<file path="config.mk">
export PLATFORM = sky130hd
export DESIGN_NAME = alu_op_sequencer
export DESIGN_NICKNAME = d
export VERILOG_FILES = /design/src/rtl/alu_op_sequencer.sv
export SDC_FILE = /design/constraint.sdc
export NUM_CORES = 1
export LEC_CHECK = 0
export CAP_MARGIN = 15
export CORE_MARGIN = 5
export CORE_UTILIZATION = 42
export CTS_BUF_LIST = sky130_fd_sc_hd__clkbuf_16
export CTS_CLUSTER_DIAMETER = 60
export DETAILED_ROUTE_END_ITERATION = 6
export GPL_TIMING_DRIVEN = 0
export PLACE_DENSITY = 0.85
export SKIP_LAST_GASP = 1
export SLEW_MARGIN = 30
export SYNTH_ARGS = -nofsm -noshare
export SYNTH_HDL_FRONTEND = slang
export SYNTH_SLANG_ARGS = --single-unit
</file>
<file path="constraint.sdc">
create_clock -name clk -period 3.3 [get_ports clk]
set_input_delay 0.495 -clock clk [delete_from_list [all_inputs] [get_ports clk]]
set_output_delay 0.495 -clock clk [all_outputs]
set_load 0.01 [all_outputs]
</file>
<file path="src/rtl/alu_op_sequencer.sv">
// -----------------------------------------------------------------------------
// alu_op_sequencer
//   Request-side driver for the 32-bit ALU datapath. It accepts one op request
//   over a valid/ready handshake and decodes the opcode into the ALU's 5-bit
//   control_signal {logic_sel, arith_sel, sub_sel, mode[1:0]}. It then drives
//   registered ALU inputs, holds them for SETTLE_CYCLES, captures aluout/flags,
//   and returns result/flags/error over a second valid/ready handshake.
//
// Parameters
//   SETTLE_CYCLES : cycles the ALU inputs are held before capture (1..15)
//   OP_W          : request opcode width (>= 4)
//
// Ports
//   clk, reset                        : clock, synchronous active-high reset
//   req_valid/req_ready               : request handshake
//   req_op, req_a, req_b, req_shamt   : opcode, operands, immediate shift amount
//   alu_operand1/2, alu_control_signal, alu_sh_amt : registered ALU inputs
//   alu_aluout, alu_flags             : ALU result and {Z,S,C,V}
//   rsp_valid/rsp_ready               : response handshake
//   rsp_result, rsp_flags, rsp_err    : captured result, flags, illegal-op flag
//   status_flags                      : only with ALU_STATUS_REG_EN; flags of
//                                       the last legal completed op
//
// Configuration macro: ALU_STATUS_REG_EN
// -----------------------------------------------------------------------------
module alu_op_sequencer #(
  parameter int unsigned SETTLE_CYCLES = 1,
  parameter int unsigned OP_W          = 4
) (
  input  logic            clk,
  input  logic            reset,
  input  logic            req_valid,
  output logic            req_ready,
  input  logic [OP_W-1:0] req_op,
  input  logic [31:0]     req_a,
  input  logic [31:0]     req_b,
  input  logic [4:0]      req_shamt,
  output logic [31:0]     alu_operand1,
  output logic [31:0]     alu_operand2,
  output logic [4:0]      alu_control_signal,
  output logic [4:0]      alu_sh_amt,
  input  logic [31:0]     alu_aluout,
  input  logic [3:0]      alu_flags,
  output logic            rsp_valid,
  input  logic            rsp_ready,
  output logic [31:0]     rsp_result,
  output logic [3:0]      rsp_flags,
  output logic            rsp_err
`ifdef ALU_STATUS_REG_EN
  ,
  output logic [3:0]      status_flags
`endif
);

  localparam int unsigned DATA_W = 32;
  localparam int unsigned CTRL_W = 5;
  localparam int unsigned FLAG_W = 4;
  localparam int unsigned CNT_W  = 4;

  localparam logic [CNT_W-1:0] LAST_CNT = CNT_W'(SETTLE_CYCLES - 1);

  // Elaboration guards on parameter ranges
  if ((SETTLE_CYCLES == 0) || (SETTLE_CYCLES > 15)) begin : g_bad_settle
    $error("alu_op_sequencer: SETTLE_CYCLES must be in 1..15");
  end
  if (OP_W < 4) begin : g_bad_opw
    $error("alu_op_sequencer: OP_W must be at least 4");
  end

  typedef enum logic [1:0] {
    ST_IDLE  = 2'd0,
    ST_ISSUE = 2'd1,
    ST_RESP  = 2'd2
  } state_t;

  state_t             state;
  logic [CNT_W-1:0]   settle_cnt;
  logic               cmp_op;

  logic [CTRL_W-1:0]  dec_ctrl;
  logic               dec_legal;
  logic               dec_cmp;

  // Opcode decode; CMP reuses the SUB control word and only keeps the flags
  always_comb begin
    dec_ctrl  = '0;
    dec_legal = 1'b1;
    dec_cmp   = 1'b0;
    case (req_op)
      OP_W'(0): dec_ctrl = 5'b01000;
      OP_W'(1): dec_ctrl = 5'b01100;
      OP_W'(2): dec_ctrl = 5'b10000;
      OP_W'(3): dec_ctrl = 5'b10100;
      OP_W'(4): dec_ctrl = 5'b00000;
      OP_W'(5): dec_ctrl = 5'b00001;
      OP_W'(6): dec_ctrl = 5'b00010;
      OP_W'(7): dec_ctrl = 5'b00011;
      OP_W'(8): begin
        dec_ctrl = 5'b01100;
        dec_cmp  = 1'b1;
      end
      default: dec_legal = 1'b0;
    endcase
  end

  // Sequencer FSM with registered handshake and datapath outputs
  always_ff @(posedge clk) begin
    if (reset) begin
      state              <= ST_IDLE;
      settle_cnt         <= '0;
      cmp_op             <= 1'b0;
      req_ready          <= 1'b1;
      rsp_valid          <= 1'b0;
      rsp_result         <= '0;
      rsp_flags          <= '0;
      rsp_err            <= 1'b0;
      alu_operand1       <= '0;
      alu_operand2       <= '0;
      alu_control_signal <= '0;
      alu_sh_amt         <= '0;
`ifdef ALU_STATUS_REG_EN
      status_flags       <= '0;
`endif
    end else begin
      case (state)
        ST_IDLE: begin
          if (req_valid && req_ready) begin
            req_ready <= 1'b0;
            if (dec_legal) begin
              alu_operand1       <= req_a;
              alu_operand2       <= req_b;
              alu_control_signal <= dec_ctrl;
              alu_sh_amt         <= req_shamt;
              cmp_op             <= dec_cmp;
              settle_cnt         <= '0;
              state              <= ST_ISSUE;
            end else begin
              // Illegal op answers immediately; ALU ports keep their values
              rsp_result <= '0;
              rsp_flags  <= '0;
              rsp_err    <= 1'b1;
              rsp_valid  <= 1'b1;
              state      <= ST_RESP;
            end
          end
        end

        ST_ISSUE: begin
          if (settle_cnt == LAST_CNT) begin
            rsp_result <= cmp_op ? DATA_W'(0) : alu_aluout;
            rsp_flags  <= FLAG_W'(alu_flags);
            rsp_err    <= 1'b0;
            rsp_valid  <= 1'b1;
            settle_cnt <= '0;
            state      <= ST_RESP;
          end else begin
            settle_cnt <= settle_cnt + CNT_W'(1);
          end
        end

        ST_RESP: begin
          if (rsp_ready) begin
            rsp_valid <= 1'b0;
            req_ready <= 1'b1;
            state     <= ST_IDLE;
`ifdef ALU_STATUS_REG_EN
            if (!rsp_err) begin
              status_flags <= rsp_flags;
            end
`endif
          end
        end

        default: begin
          state     <= ST_IDLE;
          req_ready <= 1'b1;
          rsp_valid <= 1'b0;
        end
      endcase
    end
  end

endmodule

</file>
==> flow_summary.yaml, run 1 <==
logic_synthesis:
  ys_ff_latch: 120
  synth_top_cell_area_share_pct: 56.6
  synth.distinct_cells: 35
  avgSynthCellArea_um2: 8.88
  syn_nets: 593
  synthTopCellsByCount: "nand2_1 (150), dfxtp_1 (120), a21oi_1 (79), a22o_1 (33), clkbuf_1 (18)"
  synth-edff-count: 0
  ys_async_sr_fraction_pct: 0
  netlist_top_cells_area: "dfxtp_1 (57%), nand2_1 (13%), a21oi_1 (9.3%), a22o_1 (6.8%), clkbuf_1 (1.6%)"
  yosys_warnings: 0
  synth_most_common_cell: "nand2_1"
  syn_inst: 478
  synth_area_mm2: 0.00424
  synth_top_area_cell: "dfxtp_1"
  seq_area_frac_synth_pct: 56.6
  synth_top_flop_cell: "dfxtp_1"
timing:
  fin_ws_ps: 1260
  fin_crit_ps: 2040
  rsz0062_at_grt: "false"
  relSlewSlack_pct: 58.6
  hold_slack_ps: 449
  fin_crit_sh_pct: 61.8
  hold_viol: 0
  finalMaxSlewViolations: 0
  fmax_mhz: 490
  clock_skew_ps: 8.94
  tightest_slew_ps: 611
  setup_viol: 0
  fin_setup_tns_ps: 0
floorplanning:
  dieArea_mm2: 0.0122
  io_pins: 226
  fp.dieH_um: 111
  core_region_area_mm2: 0.00982
  fp-row-count: 36
  die_w_um: 111
  start_util_pct: 43.2
place:
  post-place-ws_ps: 877
  globalplace.congestion: 0.829
  place_hpwl_um: 11100
  portBuffers: 224
routing:
  first_pass_iters: 5
  vias_per_cell: 5.02
  post_drt_wl_per_cell_um: 16.6
  post-route-drc-count: 0
  drt_iter0_markers: 214
  wl_um: 14400
  drt.antenna.violating_nets: 0
  vias: 4349
min_path:
  holdCritPathClass: "flip-flop to flip-flop"
grt:
  grt_usage_pct: 23.6
  grt-ovfl-total: 0
  grt_antenna_before_repair: 0
  grt_pass1_wl_um: 23100
  grt_max_degree: 17
  grt_pass1_vias: 4491
clock_tree:
  cts_resized: 0
  cts_tree: "built"
  cts-root-buf: "clkbuf_16"
  cts_buffers: 17
  clock_sinks: 120
  ctsHoldBuffers: 0
  clk_path_buf_depth: 2
  post_cts_buffers: 0
  h-tree-depth: 4
  clk_latency_ps: 410
  path_clk_slew_ps: 50
setup_path:
  path_class: "primary input to flip-flop"
  end_kind: "flip-flop"
  worstPathMaxFanout: 10
  required_ps: 3570
  start_kind: "primary input"
  cp_data_arrival_time_ps: 2310
finish:
  drive_gt1_share_pct: 5.72
  area_growth_pct: 70.7
  nets: 836
  nFillCells: 693
  diodes: 0
run:
  drv_cap: 0
outcome:
  status: "complete, no violations"
pwr:
  leakage_nw: 2.68
  vdd_drop_max_mv: 0.355
  total_power_w: 0.00417
  powerDensity_mw_per_mm2: 576
[path summary, 6_finish.rpt]
path | startpoint | to | slack, ps | depth (start not counted)
setup reg to reg | settle_cnt[0] | rsp_result[28] | 1400 | 7
setup / recovery | req_op[1] | alu_operand2[8] | 1260 | 6
hold reg to reg | alu_control_signal[0] | alu_control_signal[0] | 450 | 2
hold / removal | alu_control_signal[0] | alu_control_signal[0] | 450 | 2
[logic make-up (layout without fill, tap and decap cells)]
group,count (synthesis),after routing,synth area share (%)
compound gates,135,135,20.4
fa+ha+maj,2,2,0.590
buf+inv,38,294,4.33
flops,120,120,56.6
simple gates,183,183,18.0
[per-stage QoR]
stage | cells | cell area, um^2 | util (%)
after floorplan | 478 | 4240 | -
after global placement | 835 | 6650 | 67.7
after detailed placement | 835 | 6650 | 67.7
after CTS | 867 | 7240 | 73.8
after global routing | 867 | 7240 | 73.8
final | 867 | 7240 | 73.8
[area by class of cell]
type	count	area, um^2	share of cell area, %
flip-flops and latches	120	2400	33.2
repair buffers	224	2240	31.0
multi-input cells	320	1660	22.9
clock buffers	17	425	5.87
well taps	133	166	2.30
clock inverters	15	165	2.28
plain buffers	33	165	2.28
inverters	5	18.8	0.259
[worst max-delay path, stage by stage]
cell and delay (ps):
clkdlybuf4s50_1 520, o31ai_4 380, nand2_1 330, clkbuf_1 330
nand2_1 160, a21oi_1 80
[routing by layer]
| metal | track usage (%) | share of wire, % |
|---|---|---|
| met5 | 0 | 0 |
| met4 | 10.7 | 2.8 |
| met3 | 10.7 | 8.9 |
| met2 | 41.6 | 51 |
| met1 | 23.8 | 38 |
[sequential cells by signal (all words and copies together), names as in the netlist]
signal              cells
rsp_valid               1
alu_operand2           32
settle_cnt              4
alu_sh_amt              5
req_ready               1
cmp_op                  1
alu_operand1           32
rsp_result             32
rsp_err                 1
rsp_flags               4
alu_control_signal      5
state                   2
[where the power goes]
group          internal (W)  leakage, nW  switching, W
Sequential          0.00155        0.974     0.0000553
Clock               0.00123        0.294      0.000601
Combinational      0.000378         1.41      0.000352
[layout by cell type (no fill, tap or decap), types with 3 or more instances in the layout]
master,Yosys,routed
a211oi_1,3,3
a21o_1,3,3
a21oi_1,79,79
a22o_1,33,33
buf_2,9,9
buf_6,3,3
bufinv_16,0,4
clkbuf_1,18,18
clkbuf_16,0,17
clkdlybuf4s50_1,0,224
clkinv_1,0,7
clkinv_2,0,3
dfxtp_1,120,120
inv_1,5,6
nand2_1,150,150
nand2b_1,3,3
nand3_1,5,5
nor2_1,10,10
nor3_1,3,3
o21a_1,3,3
o21ai_0,7,7
(Power assumes the default switching activity.)
==> run 2, diff against run 1 <==
--- a/config.mk
+++ b/config.mk
@@ -7,12 +7,12 @@
 export LEC_CHECK = 0
 export CAP_MARGIN = 15
 export CORE_MARGIN = 5
-export CORE_UTILIZATION = 42
+export CORE_UTILIZATION = 35
 export CTS_BUF_LIST = sky130_fd_sc_hd__clkbuf_16
 export CTS_CLUSTER_DIAMETER = 60
 export DETAILED_ROUTE_END_ITERATION = 6
 export GPL_TIMING_DRIVEN = 0
-export PLACE_DENSITY = 0.85
+export PLACE_DENSITY = 0.76
 export SKIP_LAST_GASP = 1
 export SLEW_MARGIN = 30
 export SYNTH_ARGS = -nofsm -noshare
==> constraint.sdc (replaced) <==
create_clock -name clk -period 1.8 [get_ports clk]
set_input_delay 0.27 -clock clk [delete_from_list [all_inputs] [get_ports clk]]
set_output_delay 0.27 -clock clk [all_outputs]
set_load 0.01 [all_outputs]
==> flow_summary.yaml, run 2 (synthesized netlist as in run 1, its figures left out) <==
outcome:
  status: "complete, no violations"
setup_path:
  r2r_start: "state[0]"
  cp_slowest_cell: "clkdlybuf4s50_1"
  required_ps: 2090
  cp_data_arrival_time_ps: 2040
  path_delay_family: "buffers and inverters"
  cp.depth: 7
  path_class: "primary input to flip-flop"
  crit_chain: "clkdlybuf4s50_1 > o31ai_4 > buf_4 > o311ai_1 > nand2_1 > buf_4 > a22o_1"
  timing.critical_path.mode_cell: "buf_4"
  crit_buf_inv: 3
  end_kind: "flip-flop"
  cp-startpoint: "req_op[3]"
  start_kind: "primary input"
  timing.reg2reg.setup_slack_ps: 80
  rr_endpoint: "rsp_result[20]"
  r2r_cells: 5
  worstPathMaxFanout: 10
  slowest_delay_ps: 600
  critPathCapture: "rsp_result[20]"
timing:
  relSlewSlack_pct: 60.3
  finalMaxSlewViolations: 0
  fin_crit_ps: 1750
  hold_viol: 0
  fin_crit_sh_pct: 97.2
  fmax_mhz: 571
  tightest_slew_ps: 587
  setup_viol: 0
  fin_setup_tns_ps: 0
  rsz0062_at_grt: "true"
  fin_ws_ps: 49.8
  clock_skew_ps: 6.17
  hold_slack_ps: 411
routing:
  drt_iter0_markers: 244
  vias: 4242
  post-route-drc-count: 0
  post_drt_wl_per_cell_um: 15.6
  drt.antenna.violating_nets: 0
  first_pass_iters: 4
  wl_um: 13800
  vias_per_cell: 4.80
finish:
  reg.largest.list: "alu_operand1: 32 flops, alu_operand2: 32 flops, rsp_result: 32 flops"
  drive_gt1_share_pct: 6.65
  nets: 839
  area_growth_pct: 72.6
  diodes: 0
  final_common_cell: "clkdlybuf4s50_1"
  layout_common_cells: "clkdlybuf4s50_1 (224), nand2_1 (149), dfxtp_1 (120)"
floorplanning:
  start_util_pct: 35.5
  dieArea_mm2: 0.0144
  io_pins: 226
  die_w_um: 120
  core_region_area_mm2: 0.0120
  fp.dieH_um: 120
  fp-row-count: 40
place:
  place_hpwl_um: 10700
  globalplace.congestion: 0.780
  post-place-ws_ps: -469
  portBuffers: 224
clock_tree:
  cts-root-buf: "clkbuf_16"
  h-tree-depth: 4
  cts_buffers: 17
  clk_latency_ps: 400
  clock_sinks: 120
  path_clk_slew_ps: 50
  cts_tree: "built"
  clk_path_buf_depth: 2
  ctsHoldBuffers: 0
min_path:
  hold_path_depth: 3
  worstHoldStart: "req_a[11]"
  holdCritPathClass: "primary input to flip-flop"
pwr:
  leakage_nw: 2.73
  powerDensity_mw_per_mm2: 1070
  vdd_drop_max_mv: 0.610
grt:
  grt_antenna_before_repair: 0
  grt_pass1_wl_um: 21400
  grt_usage_pct: 18.8
  grt_max_degree: 17
  grt_pass1_vias: 4234
  grt-ovfl-total: 0
run:
  drv_cap: 0
run 2: repair_timing:
| action | CTS | global route |
|---|---|---|
| endpoints found under the setup margin | 24 | 53 |
| buffers inserted | 0 | 3 |
| resized for setup | 2 | 8 |
| pin swaps | 0 | 4 |
run 2: stage by stage:
stage / cell area (um^2) / power (W) / std cells / utilization [%]
floorplan: 4240 / 0.00356 / 478 / -
global placement: 6670 / 0.00429 / 849 / 55.8
detailed placement: 6670 / 0.00433 / 849 / 55.8
CTS: 7290 / 0.00791 / 881 / 61.0
global route: 7320 / 0.00818 / 884 / 61.2
finish: 7320 / 0.00783 / 884 / 61.2
run 2: report_power, final:
part           internal (W)  switching, W  total, W
clock network       0.00241       0.00113   0.00354
registers           0.00284      0.000101   0.00294
logic              0.000712      0.000639   0.00135
total               0.00596       0.00187   0.00783
run 2: cell type report:
cell class	instances	area, um^2
Multi-Input combinational cell	320	1660
Clock buffer	17	425
Tap cell	147	184
Buffer	33	178
Timing Repair Buffer	227	2260
Inverter	5	18.8
Fill cell	1008	4640
Sequential cell	120	2400
Clock inverter	15	193
run 2: metal layers:
layer	wire (um)	track usage [%]	up-vias
met2	6460	31.4	178
met5	0	0	-
met4	235	7.44	0
li1	-	-	2119
met1	5830	21.4	1929
met3	1250	7.63	16
run 2: worst min-delay path by stage:
stage                            end  slack [ps]
floorplan              rsp_result[0]         400
global placement    alu_operand2[30]         440
detailed placement  alu_operand1[28]         450
CTS                  alu_operand1[8]         390
global route         alu_operand1[6]         410
finish              alu_operand1[11]         410
run 2: tightest hold or removal path, stage by stage:
cell and delay (ps):
clkdlybuf4s50_1 400, nand2_1 50, a21oi_1 50
